## config.mk

```make
export PLATFORM = sky130hd
export DESIGN_NAME = mem_port_arbiter
export DESIGN_NICKNAME = d
export VERILOG_FILES = /design/src/rtl/cpu_pkg.sv /design/src/rtl/mem_timeout_cnt.sv /design/src/rtl/mem_port_arbiter.sv
export SDC_FILE = /design/constraint.sdc
export NUM_CORES = 1
export LEC_CHECK = 0
export CELL_PAD_IN_SITES_DETAIL_PLACEMENT = 0
export CELL_PAD_IN_SITES_GLOBAL_PLACEMENT = 1
export CORE_UTILIZATION = 29
export DETAILED_ROUTE_END_ITERATION = 16
export HOLD_SLACK_MARGIN = 0.08
export PLACE_DENSITY = 0.93
export SLEW_MARGIN = 30
export SYNTH_ARGS = -nofsm -noshare
export SYNTH_HDL_FRONTEND = slang
export SYNTH_HIERARCHICAL = 1
export SYNTH_SLANG_ARGS = --single-unit
```

## constraint.sdc

```tcl
create_clock -name clk -period 7.6 [get_ports clk]
set_input_delay 1.52 -clock clk [delete_from_list [all_inputs] [get_ports clk]]
set_output_delay 1.52 -clock clk [all_outputs]
set_load 0.1 [all_outputs]
```

## src/rtl/cpu_pkg.sv

```systemverilog
// Shared types for the CPU memory-port arbiter: FSM state and bus owner encodings.
package cpu_pkg;

  // Arbiter FSM states. Encoding value 2'd3 is unused and recovers to IDLE.
  typedef enum logic [1:0] {
    ST_IDLE = 2'd0,
    ST_REQ  = 2'd1,
    ST_WAIT = 2'd2
  } arb_state_e;

  // Which requester owns the transaction currently on the bus.
  typedef enum logic {
    OWN_IF  = 1'b0,
    OWN_MEM = 1'b1
  } arb_owner_e;

  // True while a transaction is held on the bus (requested or awaiting response).
  function automatic logic is_busy(input arb_state_e st);
    return (st == ST_REQ) || (st == ST_WAIT);
  endfunction

endpackage

```

## src/rtl/mem_timeout_cnt.sv

```systemverilog
// Response timeout counter. Counts cycles while enabled and flags the cycle in
// which the TIMEOUT_CYC-th enabled cycle is reached. Clearing restarts at zero.
module mem_timeout_cnt #(
  parameter int unsigned TIMEOUT_CYC = 255
) (
  input  logic clk,
  input  logic rst,
  input  logic clr,
  input  logic en,
  output logic expire
);

  // The count holds 0..TIMEOUT_CYC-1; value k means k earlier enabled cycles.
  localparam int unsigned CNT_W = (TIMEOUT_CYC < 2) ? 1 : $clog2(TIMEOUT_CYC);
  localparam logic [CNT_W-1:0] LAST_CNT = CNT_W'(TIMEOUT_CYC - 1);

  logic [CNT_W-1:0] cnt_r;
  logic             last_s;

  assign last_s = (cnt_r == LAST_CNT);
  assign expire = en & ~clr & last_s;

  // Count enabled cycles, saturating at the last value; clear has priority.
  always_ff @(posedge clk or posedge rst) begin
    if (rst) begin
      cnt_r <= {CNT_W{1'b0}};
    end else if (clr) begin
      cnt_r <= {CNT_W{1'b0}};
    end else if (en && !last_s) begin
      cnt_r <= cnt_r + {{(CNT_W-1){1'b0}}, 1'b1};
    end else begin
      cnt_r <= cnt_r;
    end
  end

endmodule

```

## src/rtl/mem_port_arbiter.sv

```systemverilog
// Memory-port arbiter: shares one memory bus between instruction fetch (IF)
// and load/store (MEM). One transaction in flight at a time; MEM wins ties.
// A fetch flushed by a taken jump still completes on the bus, but its
// response is swallowed so the fetch stage keeps stalling for the new target.
module mem_port_arbiter
  import cpu_pkg::*;
#(
  parameter int unsigned ADDR_W      = 32,
  parameter int unsigned DATA_W      = 32,
  parameter int unsigned TIMEOUT_CYC = 255
) (
  input  logic                clk,
  input  logic                rst,
  // fetch side
  input  logic                if_req,
  input  logic [ADDR_W-1:0]   if_addr,
  output logic [DATA_W-1:0]   if_rdata,
  output logic                if_stall,
  input  logic                flush_if,
  // load/store side
  input  logic                mem_req,
  input  logic                mem_we,
  input  logic [ADDR_W-1:0]   mem_addr,
  input  logic [DATA_W-1:0]   mem_wdata,
  input  logic [DATA_W/8-1:0] mem_wstrb,
  output logic [DATA_W-1:0]   mem_rdata,
  output logic                mem_stall,
  // memory bus
  output logic                bus_req_valid,
  input  logic                bus_req_ready,
  output logic [ADDR_W-1:0]   bus_addr,
  output logic                bus_we,
  output logic [DATA_W-1:0]   bus_wdata,
  output logic [DATA_W/8-1:0] bus_wstrb,
  input  logic                bus_resp_valid,
  input  logic [DATA_W-1:0]   bus_rdata,
  output logic                bus_err
);

  localparam int unsigned STRB_W = DATA_W / 8;

  arb_state_e          state_r, state_nxt_s;
  arb_owner_e          owner_r, owner_nxt_s;
  logic                drop_r, drop_nxt_s;
  logic                load_s;

  logic [ADDR_W-1:0]   addr_r;
  logic                we_r;
  logic [DATA_W-1:0]   wdata_r;
  logic [STRB_W-1:0]   wstrb_r;
  logic                bus_err_r;

  logic                in_wait_s;
  logic                expire_s;
  logic                done_s;
  logic                timeout_s;
  logic                flush_hit_s;
  logic                drop_eff_s;
  logic                if_done_s;
  logic                mem_done_s;

  assign in_wait_s = (state_r == ST_WAIT);

  // Timeout only counts cycles spent waiting for the response.
  mem_timeout_cnt #(
    .TIMEOUT_CYC (TIMEOUT_CYC)
  ) u_timeout (
    .clk    (clk),
    .rst    (rst),
    .clr    (~in_wait_s),
    .en     (in_wait_s),
    .expire (expire_s)
  );

  // A response strobe outside WAIT is stray and ignored. A real response in
  // the expiry cycle wins over the timeout, so its data is still delivered.
  assign done_s    = in_wait_s & (bus_resp_valid | expire_s);
  assign timeout_s = in_wait_s & expire_s & ~bus_resp_valid;

  // A flush landing in the completion cycle must also drop that response.
  assign flush_hit_s = flush_if & (owner_r == OWN_IF) & is_busy(state_r);
  assign drop_eff_s  = drop_r | flush_hit_s;

  assign if_done_s  = done_s & (owner_r == OWN_IF) & ~drop_eff_s;
  assign mem_done_s = done_s & (owner_r == OWN_MEM);

  // Next-state, owner selection and drop tracking.
  always_comb begin
    state_nxt_s = state_r;
    owner_nxt_s = owner_r;
    drop_nxt_s  = drop_r;
    load_s      = 1'b0;
    case (state_r)
      ST_IDLE: begin
        drop_nxt_s = 1'b0;
        if (mem_req) begin
          state_nxt_s = ST_REQ;
          owner_nxt_s = OWN_MEM;
          load_s      = 1'b1;
        end else if (if_req) begin
          state_nxt_s = ST_REQ;
          owner_nxt_s = OWN_IF;
          load_s      = 1'b1;
        end else begin
          state_nxt_s = ST_IDLE;
        end
      end
      ST_REQ: begin
        drop_nxt_s = drop_eff_s;
        if (bus_req_ready) begin
          state_nxt_s = ST_WAIT;
        end else begin
          state_nxt_s = ST_REQ;
        end
      end
      ST_WAIT: begin
        if (done_s) begin
          state_nxt_s = ST_IDLE;
          drop_nxt_s  = 1'b0;
        end else begin
          state_nxt_s = ST_WAIT;
          drop_nxt_s  = drop_eff_s;
        end
      end
      default: begin
        state_nxt_s = ST_IDLE;
        drop_nxt_s  = 1'b0;
      end
    endcase
  end

  // FSM, owner and drop registers.
  always_ff @(posedge clk or posedge rst) begin
    if (rst) begin
      state_r <= ST_IDLE;
      owner_r <= OWN_IF;
      drop_r  <= 1'b0;
    end else begin
      state_r <= state_nxt_s;
      owner_r <= owner_nxt_s;
      drop_r  <= drop_nxt_s;
    end
  end

  // Capture the granted request; held stable until the next grant.
  always_ff @(posedge clk or posedge rst) begin
    if (rst) begin
      addr_r  <= {ADDR_W{1'b0}};
      we_r    <= 1'b0;
      wdata_r <= {DATA_W{1'b0}};
      wstrb_r <= {STRB_W{1'b0}};
    end else if (load_s) begin
      if (owner_nxt_s == OWN_MEM) begin
        addr_r  <= mem_addr;
        we_r    <= mem_we;
        wdata_r <= mem_wdata;
        wstrb_r <= mem_wstrb;
      end else begin
        addr_r  <= if_addr;
        we_r    <= 1'b0;
        wdata_r <= {DATA_W{1'b0}};
        wstrb_r <= {STRB_W{1'b0}};
      end
    end else begin
      addr_r  <= addr_r;
      we_r    <= we_r;
      wdata_r <= wdata_r;
      wstrb_r <= wstrb_r;
    end
  end

  // Sticky timeout flag; only reset clears it.
  always_ff @(posedge clk or posedge rst) begin
    if (rst) begin
      bus_err_r <= 1'b0;
    end else begin
      bus_err_r <= bus_err_r | timeout_s;
    end
  end

  // Read data passes straight through except on a timeout completion.
  always_comb begin
    if_rdata  = {DATA_W{1'b0}};
    mem_rdata = {DATA_W{1'b0}};
    if (timeout_s) begin
      if_rdata  = {DATA_W{1'b0}};
      mem_rdata = {DATA_W{1'b0}};
    end else begin
      if_rdata  = bus_rdata;
      mem_rdata = bus_rdata;
    end
  end

  assign if_stall      = if_req  & ~if_done_s;
  assign mem_stall     = mem_req & ~mem_done_s;

  assign bus_req_valid = (state_r == ST_REQ);
  assign bus_addr      = addr_r;
  assign bus_we        = we_r;
  assign bus_wdata     = wdata_r;
  assign bus_wstrb     = wstrb_r;
  assign bus_err       = bus_err_r;

endmodule

```

==> impl_metrics.py <==
metrics = {
    "outcome": {
        "status": "complete, no violations",
    },
    "synth": {
        "yosysTopAreaCellShare_pct": 48.4,
        "synth_edf_count": 0,
        "synth-seq-area-share_pct": 48.4,
        "synth_top_flop_cell": "dfrtp_1",
        "syn_inst": 344,
        "synth.most_common_cell": "dfrtp_1",
        "ys_warn_count": 6,
        "synth-xor-area-share_pct": 0,
        "synth_top_family_by_area": "compound AO/OA/AOI/OAI gates",
        "synth_nets": 490,
        "ys_types": 40,
        "synth_area_leaders": "dfrtp_1 48%, nand4bb_1 8.5%, o221a_1 8.0%",
        "synthAdderAreaFrac_pct": 1.77,
        "synthArstFlopShare_pct": 100,
        "synth_area_um2": 4240,
        "synth-compound-area-share_pct": 20.4,
        "synthMuxAreaShare_pct": 0.531,
        "syn_area_per_cell_um2": 12.3,
        "ys_ff_latch": 82,
        "synth_simple_gate_area_share_pct": 17.1,
        "synth_area_leader_cell": "dfrtp_1",
        "synth_common_cells": "82 x dfrtp_1, 37 x a22o_1, 34 x and2_1, 32 x buf_4, 32 x nand4bb_1",
    },
    "cts": {
        "clk_pin_slew_ns": 0.06,
        "insertion_delay_ns": 0.34,
        "cts_root_buf": "clkbuf_16",
        "cts_max_path_buffers": 2,
        "cts-resized-gates": 0,
        "cts_tree": "built",
        "cts_buffers": 9,
        "htreeDepth": 3,
        "postCtsSetupBuffers": 0,
        "cts.sinks": 82,
        "ctsHoldBuffers": 0,
    },
    "route": {
        "avgViaCountPerCell": 5.07,
        "avgRoutedWirePerCell_um": 19.0,
        "ant_nets": 0,
        "drtIter0Drc": 185,
        "drc_errors": 0,
        "first_pass_iters": 4,
        "finalWirelength_mm": 14.4,
        "num_vias": 3859,
    },
    "sta": {
        "finalSetupViolations": 0,
        "clock.fmax_mhz": 178,
        "rsz0062_at_grt": "false",
        "fin_crit_ns": 5.60,
        "finalHoldViolations": 0,
        "fin_skew_ns": 0.00626,
        "finalMaxSlewViolations": 0,
        "slew-limit-headroom_pct": 32.2,
        "worstMarginPinSlew_ns": 1.01,
        "finalCritPeriodShare_pct": 73.7,
        "fin_tns_setup_ns": 0,
    },
    "run": {
        "drv_cap": 0,
    },
    "placed_design": {
        "place_hpwl_mm": 10.8,
        "gp_congestion": 0.769,
        "place_area_um2": 6760,
        "io_buffer_count": 276,
    },
    "critical_path": {
        "critical_path.cell_chain": "clkdlybuf4s50_1 -> nand3b_1 -> and2_1 -> clkdlybuf4s50_1",
        "worstPathRequired_ns": 6.08,
        "max_stage_delay_ns": 1.17,
        "worstSetupEndpointType": "primary output",
        "path_common_cell": "clkdlybuf4s50_1",
        "crit_start": "bus_resp_valid",
        "r2r_slack_ns": 5.09,
        "crit_arrival_ns": 4.08,
        "path_max_fanout": 33,
        "path_class": "primary input to primary output",
        "crit_family": "buffers and inverters",
        "cp-start-kind": "primary input",
        "path_buf_inv": 2,
        "r2r-start": "state_r[0]$_DFF_PP0_",
        "rr_endpoint": "bus_err$_DFF_PP0_",
        "worstRegToRegCells": 7,
        "cp_slowest_cell": "clkdlybuf4s50_1",
    },
    "finish": {
        "syn_to_final_growth_pct": 67.3,
        "finalInstanceArea_um2": 7090,
        "multi_input_area_um2": 1690,
        "seqCellArea_um2": 2050,
        "layout-drive-gt1-share_pct": 8.10,
        "nets": 721,
        "fillCellCount": 1232,
    },
    "hold_path": {
        "holdPathStages": 1,
        "hp-class": "flip-flop to flip-flop",
        "min_from": "bus_err$_DFF_PP0_",
        "whs_endpoint": "bus_err$_DFF_PP0_",
    },
    "global_routing": {
        "grt_max_degree": 75,
        "antenna_found_initial": 1,
        "grt.overflow.total": 0,
        "grtUsageTotal_pct": 19.0,
        "grt_first_pass_wirelength_mm": 21.6,
        "first_global_vias": 3981,
    },
    "pwr": {
        "vdd_drop_max_v": 0.000317,
        "power_density_nw_per_um2": 497,
        "totalPowerFinal_mw": 3.52,
        "p_leak_nw": 2.81,
    },
    "floorplan": {
        "fp.dieH_um": 123,
        "die_w_um": 123,
        "core_um2": 14000,
        "start_util_pct": 30.2,
        "core.rowCount": 43,
        "ios": 277,
        "dieArea_um2": 15100,
    },
}
[state kept, by name, indices dropped and copies added, names as in the netlist]
register / cells
owner_r: 1
u_timeout/cnt_r: 8
bus_we: 1
bus_wstrb: 4
state_r: 2
bus_err: 1
bus_wdata: 32
drop_r: 1
bus_addr: 32
[how the worst max path moves through the flow]
stage	depth (start not counted)	slack (ns)	end
after global placement	4	1.95	mem_rdata[4]
after global routing	4	1.81	mem_rdata[29]
after detailed placement	4	1.96	mem_rdata[23]
after CTS	4	1.95	mem_rdata[27]
final	4	2.00	if_rdata[30]
after floorplan	4	2.97	mem_rdata[10]
[report_power, final]
| group | total [mW] | switching [mW] | internal [mW] |
|---|---|---|---|
| combinational | 2.32 | 1.75 | 0.575 |
| clock | 0.477 | 0.185 | 0.291 |
| sequential | 0.727 | 0.113 | 0.614 |
[placed cells by master, fill, tap and decap left out, drive strengths merged, types with 2 or more instances in the layout]
| master | instances |
|---|---|
| o311ai | 2 |
| nand4bb | 32 |
| a22o | 37 |
| nor2 | 3 |
| clkbuf | 9 |
| nand4 | 2 |
| clkinv | 3 |
| o221a | 33 |
| and4 | 2 |
| nand2 | 2 |
| nand3 | 4 |
| inv | 13 |
| dfrtp | 82 |
| and2 | 35 |
| a21oi | 3 |
| nand2b | 2 |
| o41ai | 2 |
| buf | 17 |
| nor2b | 2 |
| o21ai | 3 |
| a211oi | 4 |
| nor3 | 2 |
| mux2 | 2 |
| bufinv | 2 |
| clkdlybuf4s50 | 265 |
| o21a | 3 |
| ha | 6 |
[metal layers]
metal / global-route usage (%) / vias up / share of wire [%]
li1: - / 1748 / -
met4: 9.98 / 0 / 4.1
met5: 0 / - / 0
met3: 5.76 / 30 / 9.2
met1: 20.6 / 1863 / 37
met2: 33.3 / 218 / 50
[cell families after synthesis]
logic type	after synthesis
AOI/OAI and AO/OA	91
buffers and inverters	73
adders and majority gates	6
DFF	82
muxes	2
and+or+nand+nor	90
[metrics by stage]
stage               util, %  hold slack, ns  instances  setup WS (ns)
floorplan                 -           0.437        344           2.97
global placement       48.5           0.462        744           1.95
detailed placement     48.1           0.454        744           1.96
CTS                    50.4           0.470        760           1.95
global route           50.5           0.489        761           1.81
finish                 50.5           0.465        761           2.00
[final cells by class]
| type | instances | area share (%) |
|---|---|---|
| inverters | 11 | 0.600 |
| flip-flops and latches | 82 | 28.9 |
| clock buffers | 9 | 3.18 |
| multi-input cells | 189 | 23.8 |
| repair buffers | 282 | 38.9 |
| diodes | 1 | 0.0353 |
| clock inverters | 7 | 1.41 |
| well taps | 180 | 3.18 |
(Power assumes the default switching activity.)
